### config.mk
export PLATFORM = sky130hd
export DESIGN_NAME = register_file_wb
export DESIGN_NICKNAME = d
export VERILOG_FILES = /design/src/rtl/register_file_wb_pkg.sv /design/src/rtl/register_file_wb_read_port.sv /design/src/rtl/register_file_wb.sv
export SDC_FILE = /design/constraint.sdc
export NUM_CORES = 2
export LEC_CHECK = 0
export ABC_AREA = 1
export BUFFER_PORTS_ARGS = -buffer_cell sky130_fd_sc_hd__buf_2
export CAP_MARGIN = 20
export CORE_MARGIN = 8
export CORE_UTILIZATION = 53
export CTS_BUF_LIST = sky130_fd_sc_hd__clkbuf_8
export CTS_CLUSTER_SIZE = 16
export DETAILED_ROUTE_END_ITERATION = 10
export GPL_TIMING_DRIVEN = 0
export PLACE_DENSITY = 0.68
export SLEW_MARGIN = 20
export SYNTH_ARGS = -nofsm -noshare
export SYNTH_HDL_FRONTEND = slang
export SYNTH_SLANG_ARGS = --single-unit
### constraint.sdc
create_clock -name clk -period 2.05 [get_ports clk]
set_input_delay 0 -clock clk [delete_from_list [all_inputs] [get_ports clk]]
set_output_delay 0 -clock clk [all_outputs]
set_load 0.01 [all_outputs]
### src/rtl/register_file_wb_pkg.sv
// Shared constants and types for the writeback register file.
//   REGFILE_DATA_W  : register / writeback data width
//   WB_COUNT_W      : committed-write counter width
//   DEFAULT_NREGS   : default number of registers
//   DEFAULT_ADDR_W  : default register index width (log2 of DEFAULT_NREGS)
//   reg_idx_t       : register index type at the default configuration
package register_file_wb_pkg;
  localparam int unsigned REGFILE_DATA_W = 32;
  localparam int unsigned WB_COUNT_W     = 16;
  localparam int unsigned DEFAULT_NREGS  = 16;
  localparam int unsigned DEFAULT_ADDR_W = 4;

  typedef logic [DEFAULT_ADDR_W-1:0] reg_idx_t;
endpackage

### src/rtl/register_file_wb_read_port.sv
// regfile_read_port: one registered read port of the register file.
// Optional macro WB_BYPASS_EN enables write-through bypass of a committing
// writeback onto this port; otherwise the old register value is returned.
// Ports:
//   clk, rst   : clock, synchronous active-high reset
//   stall      : 1 holds rd_data
//   rd_idx     : register index to read
//   regs       : packed register array contents
//   wr_commit  : a writeback commits at this edge (never to index 0)
//   wr_idx     : committing writeback index
//   wr_data    : committing writeback data
//   rd_data    : registered read data (one-cycle latency)
module regfile_read_port
  import register_file_wb_pkg::*;
#(
  parameter int unsigned NREGS  = DEFAULT_NREGS,
  parameter int unsigned ADDR_W = DEFAULT_ADDR_W
) (
  input  logic                                 clk,
  input  logic                                 rst,
  input  logic                                 stall,
  input  logic [ADDR_W-1:0]                    rd_idx,
  input  logic [NREGS-1:0][REGFILE_DATA_W-1:0] regs,
  input  logic                                 wr_commit,
  input  logic [ADDR_W-1:0]                    wr_idx,
  input  logic [REGFILE_DATA_W-1:0]            wr_data,
  output logic [REGFILE_DATA_W-1:0]            rd_data
);
  logic [REGFILE_DATA_W-1:0] rd_next;

  always_comb begin
    rd_next = '0;
    if (rd_idx != '0) begin
      rd_next = regs[rd_idx];
`ifdef WB_BYPASS_EN
      // wr_commit is never asserted for index 0, so index 0 is never bypassed.
      if (wr_commit && (wr_idx == rd_idx)) rd_next = wr_data;
`endif
    end
  end

`ifndef WB_BYPASS_EN
  logic unused_wr;
  assign unused_wr = wr_commit ^ (^wr_idx) ^ (^wr_data);
`endif

  always_ff @(posedge clk) begin
    if (rst)         rd_data <= '0;
    else if (!stall) rd_data <= rd_next;
  end
endmodule

### src/rtl/register_file_wb.sv
// register_file_wb: NREGS x 32-bit register file with a writeback write port,
// two registered read ports, a saturating committed-write counter and a
// sticky out-of-range destination error flag. Register 0 reads as zero.
// Optional macro WB_BYPASS_EN: same-edge write-to-read bypass on both ports.
// Ports:
//   clk, rst     : clock, synchronous active-high reset
//   EN           : stall, 1 freezes all state
//   i_WE_MEM_WB  : writeback enable
//   i_WB_Data    : writeback data
//   i_WB_Dir     : writeback destination index (32-bit, upper bits must be 0)
//   i_RA_Dir     : read port A index
//   i_RB_Dir     : read port B index
//   o_RA_Data    : registered read data, port A
//   o_RB_Data    : registered read data, port B
//   o_WB_Count   : committed-write counter, saturating
//   o_Dir_Err    : sticky out-of-range destination flag
module register_file_wb
  import register_file_wb_pkg::*;
#(
  parameter int unsigned NREGS  = DEFAULT_NREGS,
  parameter int unsigned ADDR_W = DEFAULT_ADDR_W
) (
  input  logic                      clk,
  input  logic                      rst,
  input  logic                      EN,
  input  logic                      i_WE_MEM_WB,
  input  logic [REGFILE_DATA_W-1:0] i_WB_Data,
  input  logic [31:0]               i_WB_Dir,
  input  logic [ADDR_W-1:0]         i_RA_Dir,
  input  logic [ADDR_W-1:0]         i_RB_Dir,
  output logic [REGFILE_DATA_W-1:0] o_RA_Data,
  output logic [REGFILE_DATA_W-1:0] o_RB_Data,
  output logic [WB_COUNT_W-1:0]     o_WB_Count,
  output logic                      o_Dir_Err
);
  logic [NREGS-1:0][REGFILE_DATA_W-1:0] regs;
  logic [ADDR_W-1:0]                    wr_idx;
  logic                                 dir_oor;
  logic                                 wr_commit;

  assign wr_idx    = i_WB_Dir[ADDR_W-1:0];
  assign dir_oor   = (i_WB_Dir[31:ADDR_W] != '0);
  assign wr_commit = !rst && !EN && i_WE_MEM_WB && !dir_oor && (wr_idx != '0);

  always_ff @(posedge clk) begin
    if (rst) begin
      regs       <= '0;
      o_WB_Count <= '0;
      o_Dir_Err  <= 1'b0;
    end else if (!EN) begin
      if (wr_commit) begin
        regs[wr_idx] <= i_WB_Data;
        if (o_WB_Count != '1) o_WB_Count <= o_WB_Count + 1'b1;
      end
      if (i_WE_MEM_WB && dir_oor) o_Dir_Err <= 1'b1;
    end
  end

  regfile_read_port #(.NREGS(NREGS), .ADDR_W(ADDR_W)) u_port_a (
    .clk       (clk),
    .rst       (rst),
    .stall     (EN),
    .rd_idx    (i_RA_Dir),
    .regs      (regs),
    .wr_commit (wr_commit),
    .wr_idx    (wr_idx),
    .wr_data   (i_WB_Data),
    .rd_data   (o_RA_Data)
  );

  regfile_read_port #(.NREGS(NREGS), .ADDR_W(ADDR_W)) u_port_b (
    .clk       (clk),
    .rst       (rst),
    .stall     (EN),
    .rd_idx    (i_RB_Dir),
    .regs      (regs),
    .wr_commit (wr_commit),
    .wr_idx    (wr_idx),
    .wr_data   (i_WB_Data),
    .rd_data   (o_RB_Data)
  );
endmodule

Yosys cells after proc, flatten, opt, wreduce, memory -nomap -nowiden
Index checks and enable logic that the tools add are counted.
{"block": "word_totals", "output_inout_bits": 81, "inputBits": 76, "word_cells": 52, "reg_bits": 593}
{"block": "op_classes", "n_bitwise": 1, "mux": 9, "addsub": 1, "n_reduce_logical": 16, "eq_ne": 1, "order_cmp": 4}
{"operator": "$bwmux W512", "n": 1}
{"operator": "$bmux W32 S4", "n": 2}
{"operator": "$mux W32", "n": 5}
{"operator": "$demux W32 S4", "n": 1}
{"operator": "$reduce_bool A28 Y1", "n": 1}
{"operator": "$add A16 B1 Y16 const B", "n": 1}
{"operator": "$ne A16 B16 Y1 const B", "n": 1}
{"operator": "$lt A4 B5 Y1 const B", "n": 3}
{"operator": "$reduce_bool A4 Y1", "n": 3}
{"operator": "$logic_and A1 B1 Y1", "n": 6}
{"operator": "$ge A4 B1 Y1 const B", "n": 1}
{"operator": "$reduce_and A2 Y1", "n": 2}
{"operator": "$logic_not A1 Y1", "n": 3}
{"operator": "$reduce_and A3 Y1", "n": 1}
{"operator": "$not A1 Y1", "n": 1}

Longest topological paths before layout
{"block": "logic_depth", "word_depth": 6, "ltp_mapped": 13}

Hierarchy
Synthesis repeated with hierarchy kept, for this count alone.
{"block": "unflattened", "hier_cells": 7052, "hier_area_um2": 37957.7}
{"mod": "register_file_wb", "instances": 1, "area_per_inst_um2": 21852.2, "cells_each": 3424}
{"mod": "regfile_read_port", "instances": 2, "area_per_inst_um2": 8052.7, "cells_each": 1814}

Least setup slack after synthesis
OpenSTA, ideal clock, no wires.
{"block": "synth_timing", "kind": "register to register", "from": "register o_WB_Count[1]", "to": "register o_WB_Count[8]", "required_time_ps": 1937, "path_buffers": 1, "path_slack_ps": 313, "path_stages_with_launch": 12, "setup_ps": 113, "arrival_ps": 1624, "synth_period_minus_slack_ps": 1737, "path_cell_list": "dfxtp_1 > ha_1 > nand2_1 > nor2_1 > nand2_1 > nor2_1 > nand3_1 > nand2_2 > buf_6 > nand2_1 > nand2_1 > nor2_1"}
{"block": "synth_via", "elab_chain_cells": 2}
{"element": "start, declared", "line": "register_file_wb.sv:33", "source": "output logic [WB_COUNT_W-1:0] o_WB_Count,"}
{"element": "start signal, assigned", "line": "register_file_wb.sv:53", "source": "if (o_WB_Count != '1) o_WB_Count <= o_WB_Count + 1'b1;"}
{"element": "parallel branches: the longest is 2 deep, another holds $add A16 B1 Y16"}
Several ways; the timed one is not identified.
A chain may end at the register's enable or synchronous reset.

Worst setup path in the final report
{"block": "layout_timing", "from": "input port i_RB_Dir[1]", "to": "register u_port_b.rd_data[20]"}
{"block": "layout_via", "elab_chain_cells": 3}
{"element": "start, declared", "line": "register_file_wb.sv:30", "source": "input logic [ADDR_W-1:0] i_RB_Dir,"}
{"element": "$bmux W32 S4", "line": "register_file_wb_read_port.sv:34", "source": "rd_next = regs[rd_idx];"}
{"element": "$mux W32 (not written as such)", "line": "register_file_wb_read_port.sv:34"}
{"element": "$mux W32 (*)", "line": "register_file_wb_read_port.sv:33", "source": "if (rd_idx != '0) begin"}
{"element": "end signal, assigned", "line": "register_file_wb_read_port.sv:49", "source": "else if (!stall) rd_data <= rd_next;"}
{"element": "end, declared", "line": "register_file_wb_read_port.sv:27", "source": "output logic [REGFILE_DATA_W-1:0] rd_data"}
Mark *: on every way between the ends. The rest lies on a longest branch, timed or not. The select of a mux whose other input is x is not followed.

==> flow_metrics.py <==
metrics = {
    "worst_setup_path": {
        "cp_max_fo": 10,
        "worstSetupEndpointType": "register",
        "cp-start-kind": "primary input",
        "cp.arrival_ns": 2.54,
        "ff2ff_path_depth": 11,
        "worstPathRequired_ns": 2.62,
        "crit_type": "primary input to register",
    },
    "finish": {
        "design_area_mm2": 0.0379,
        "nets": 5985,
        "area_growth_pct": 13.3,
        "post-route-util_pct": 60.5,
        "layout-drive-gt1-share_pct": 8.62,
    },
    "power_and_ir_drop": {
        "p_sw_uw": 7910,
        "p_int_uw": 18600,
        "p_clk_share_pct": 43.1,
        "power.share.switching_pct": 29.9,
        "p_comb_share_pct": 12.7,
        "p_seq_share_pct": 44.1,
        "peakVddDrop_uv": 549,
        "power_per_cell_area_mw_per_mm2": 698,
        "leakage_uw": 0.0200,
    },
    "detailed_routing": {
        "drt-total-wl_um": 144000,
        "ant_nets": 0,
        "drc": 0,
        "vias": 37499,
        "drt-pass1-iter-count": 7,
        "wl_per_cell_um": 21.1,
        "drtIter0Drc": 5174,
        "vias_per_cell": 5.49,
    },
    "floorplan": {
        "core-area_mm2": 0.0627,
        "initial_core_util_pct": 53.4,
        "fp.dieW_um": 267,
        "die_area_mm2": 0.0715,
        "die_h_um": 267,
        "rows": 92,
        "io_pins": 157,
    },
    "timing": {
        "fin_crit_ns": 1.96,
        "worst_slack_ns": 0.0864,
        "slew_headroom_pct": 22.8,
        "clock.fmax_mhz": 509,
        "finClkSkew_ns": 0.0258,
        "final-max-slew-violation-count": 0,
        "fin_crit_sh_pct": 95.8,
        "worstMarginPinSlew_ns": 1.16,
        "final-setup-viol-count": 0,
        "hold_viol": 0,
        "tns_ns": 0,
        "rsz0062_at_grt": "false",
    },
    "grt": {
        "overflow": 0,
        "grt_pass1_wl_um": 209000,
        "first_global_vias": 33517,
        "grt_start_max_net_pins": 14,
        "track_usage_pct": 38.9,
        "antenna_found_initial": 4,
    },
    "cts": {
        "cts-buffers-inserted": 104,
        "clock_latency_ns": 0.74,
        "root_buffer": "clkbuf_8",
        "cts_tree": "built",
        "clkSinkCount": 593,
        "htreeDepth": 3,
        "cts.clk_slew.worst_paths_ns": 0.06,
        "clockBufferDepth": 3,
    },
    "synth": {
        "ys.flop_type": "dfxtp_1",
        "synth-edff-count": 0,
        "synth_top_area_share_pct": 35.5,
        "synth_top_cell_by_area": "dfxtp_1",
        "synth_cell_types": 28,
        "ys_top_cells_by_count": "nand2_1 (1961), nor2_1 (1091), inv_1 (641)",
        "synth_nets": 5681,
        "synthesis.area_mm2": 0.0335,
        "synth.most_common_cell": "nand2_1",
        "ys_seq_area_share_pct": 35.5,
        "syn_avg_cell_area_um2": 5.97,
        "synthTopCellsByArea": "dfxtp_1 (35%), nand2_1 (22%), nor2_1 (12%), o211ai_1 (8.3%), inv_1 (7.2%)",
        "syn-instance-count": 5604,
        "synthArstFlopShare_pct": 0,
        "synth.ff_latch_count": 593,
        "synth_warnings": 0,
    },
    "placed_design": {
        "dp_hpwl_um": 107000,
        "pre_cts_ws_ns": -0.544,
        "io_buffers": 149,
        "dpl_cell_area_mm2": 0.0353,
        "gp_congestion": 1.05,
    },
    "run": {
        "maxCapViolations": 0,
    },
    "worst_hold_path": {
        "holdPathStages": 3,
        "holdCritPathClass": "primary input to register",
    },
    "status": {
        "status": "complete, no violations",
    },
}
[metrics by stage]
| stage | instances | hold WS, ns | total power, µW |
|---|---|---|---|
| 2_1_floorplan | 5604 | 0.135 | 13600 |
| 3_3_place_gp | 6599 | 0.338 | 15000 |
| 3_5_place_dp | 6599 | 0.348 | 15000 |
| 4_1_cts | 6826 | 0.0124 | 26200 |
| 5_1_grt | 6830 | 0.0637 | 27100 |
| 6_report | 6832 | 0.0739 | 26500 |
[logic make-up (layout without fill, tap and decap cells)]
kind of cell | count (synthesis) | after routing | synth area share [%]
and+or+nand+nor | 3348 | 3348 | 39.4
buffers and inverters | 1055 | 1434 | 13.1
AOI/OAI and AO/OA | 598 | 598 | 11.8
adders and majority gates | 1 | 1 | 0.0374
xor gates and xnor gates | 9 | 9 | 0.235
other | 0 | 3 | 0
DFF | 593 | 593 | 35.5
[area by class of cell]
class	count	area, µm²
multi-input combinational	3956	17300
antenna	3	7.51
buffer	405	1950
inverter	650	2440
tap	846	1060
sequential	593	11900
clock buffer	136	1870
clock inverter	45	249
timing repair buffer	198	1230
fill	6382	24800
[power by group through the flow]
stage	clock (µW)	combinational (µW)	sequential, µW
after CTS	11400	3180	11700
after global placement	0	3090	11900
after detailed placement	0	3110	11900
after floorplan	0	1660	11900
final	11400	3370	11700
after global routing	11900	3480	11700
[worst max-delay path: stages]
cell and delay (ns):
buf_2 0.17, nor2_1 0.32, buf_2 0.37, clkbuf_1 0.67, nand3_1 0.23, nand2_1 0.32
inv_1 0.09, nand2_1 0.07, nand2_1 0.06, nand3_1 0.14, a21oi_1 0.07
[worst paths after layout]
check | from | end | slack [ns]
worst max register to register | o_WB_Count[1]$_SDFFE_PP0P_ | o_WB_Count[8]$_SDFFE_PP0P_ | 0.14
worst min register to register | regs[17]$_SDFFE_PP0P_ | regs[17]$_SDFFE_PP0P_ | 0.44
worst max-delay path | i_RB_Dir[1] | u_port_b.rd_data[20]$_SDFFE_PP0N_ | 0.09
worst min-delay path | rst | u_port_a.rd_data[3]$_SDFFE_PP0N_ | 0.07
[flip-flops by register name, indices dropped and copies added (netlist names)]
name              count
regs                512
u_port_a.rd_data     32
u_port_b.rd_data     32
o_WB_Count           16
o_Dir_Err             1
[per-layer routing]
metal | track usage (%) | vias up | wire length (µm)
met4 | 22.8 | 4 | 9720
met5 | 0 | - | 53
met2 | 57.7 | 2359 | 59300
met1 | 50.4 | 16807 | 56400
met3 | 10.5 | 510 | 18900
li1 | - | 17819 | -
[cells in the final DEF (no fill, tap or decap), drive strengths merged, types with 112 or more instances in the layout]
| cell type | Yosys | final |
|---|---|---|
| nand2 | 1964 | 1964 |
| nand3 | 264 | 264 |
| o211ai | 368 | 368 |
| buf | 196 | 349 |
| o21ai | 113 | 113 |
| dfxtp | 593 | 593 |
| inv | 650 | 679 |
| nor2 | 1097 | 1097 |
| a21oi | 112 | 112 |
| clkbuf | 209 | 345 |
[timing repair]
| action | CTS | global route |
|---|---|---|
| hold endpoints to repair | 345 | 0 |
| buffers inserted | 0 | 4 |
| resized for setup | 0 | 15 |
| endpoints found under the setup margin | 0 | 26 |
| hold buffers | 46 | 0 |
(Power assumes the default switching activity.)
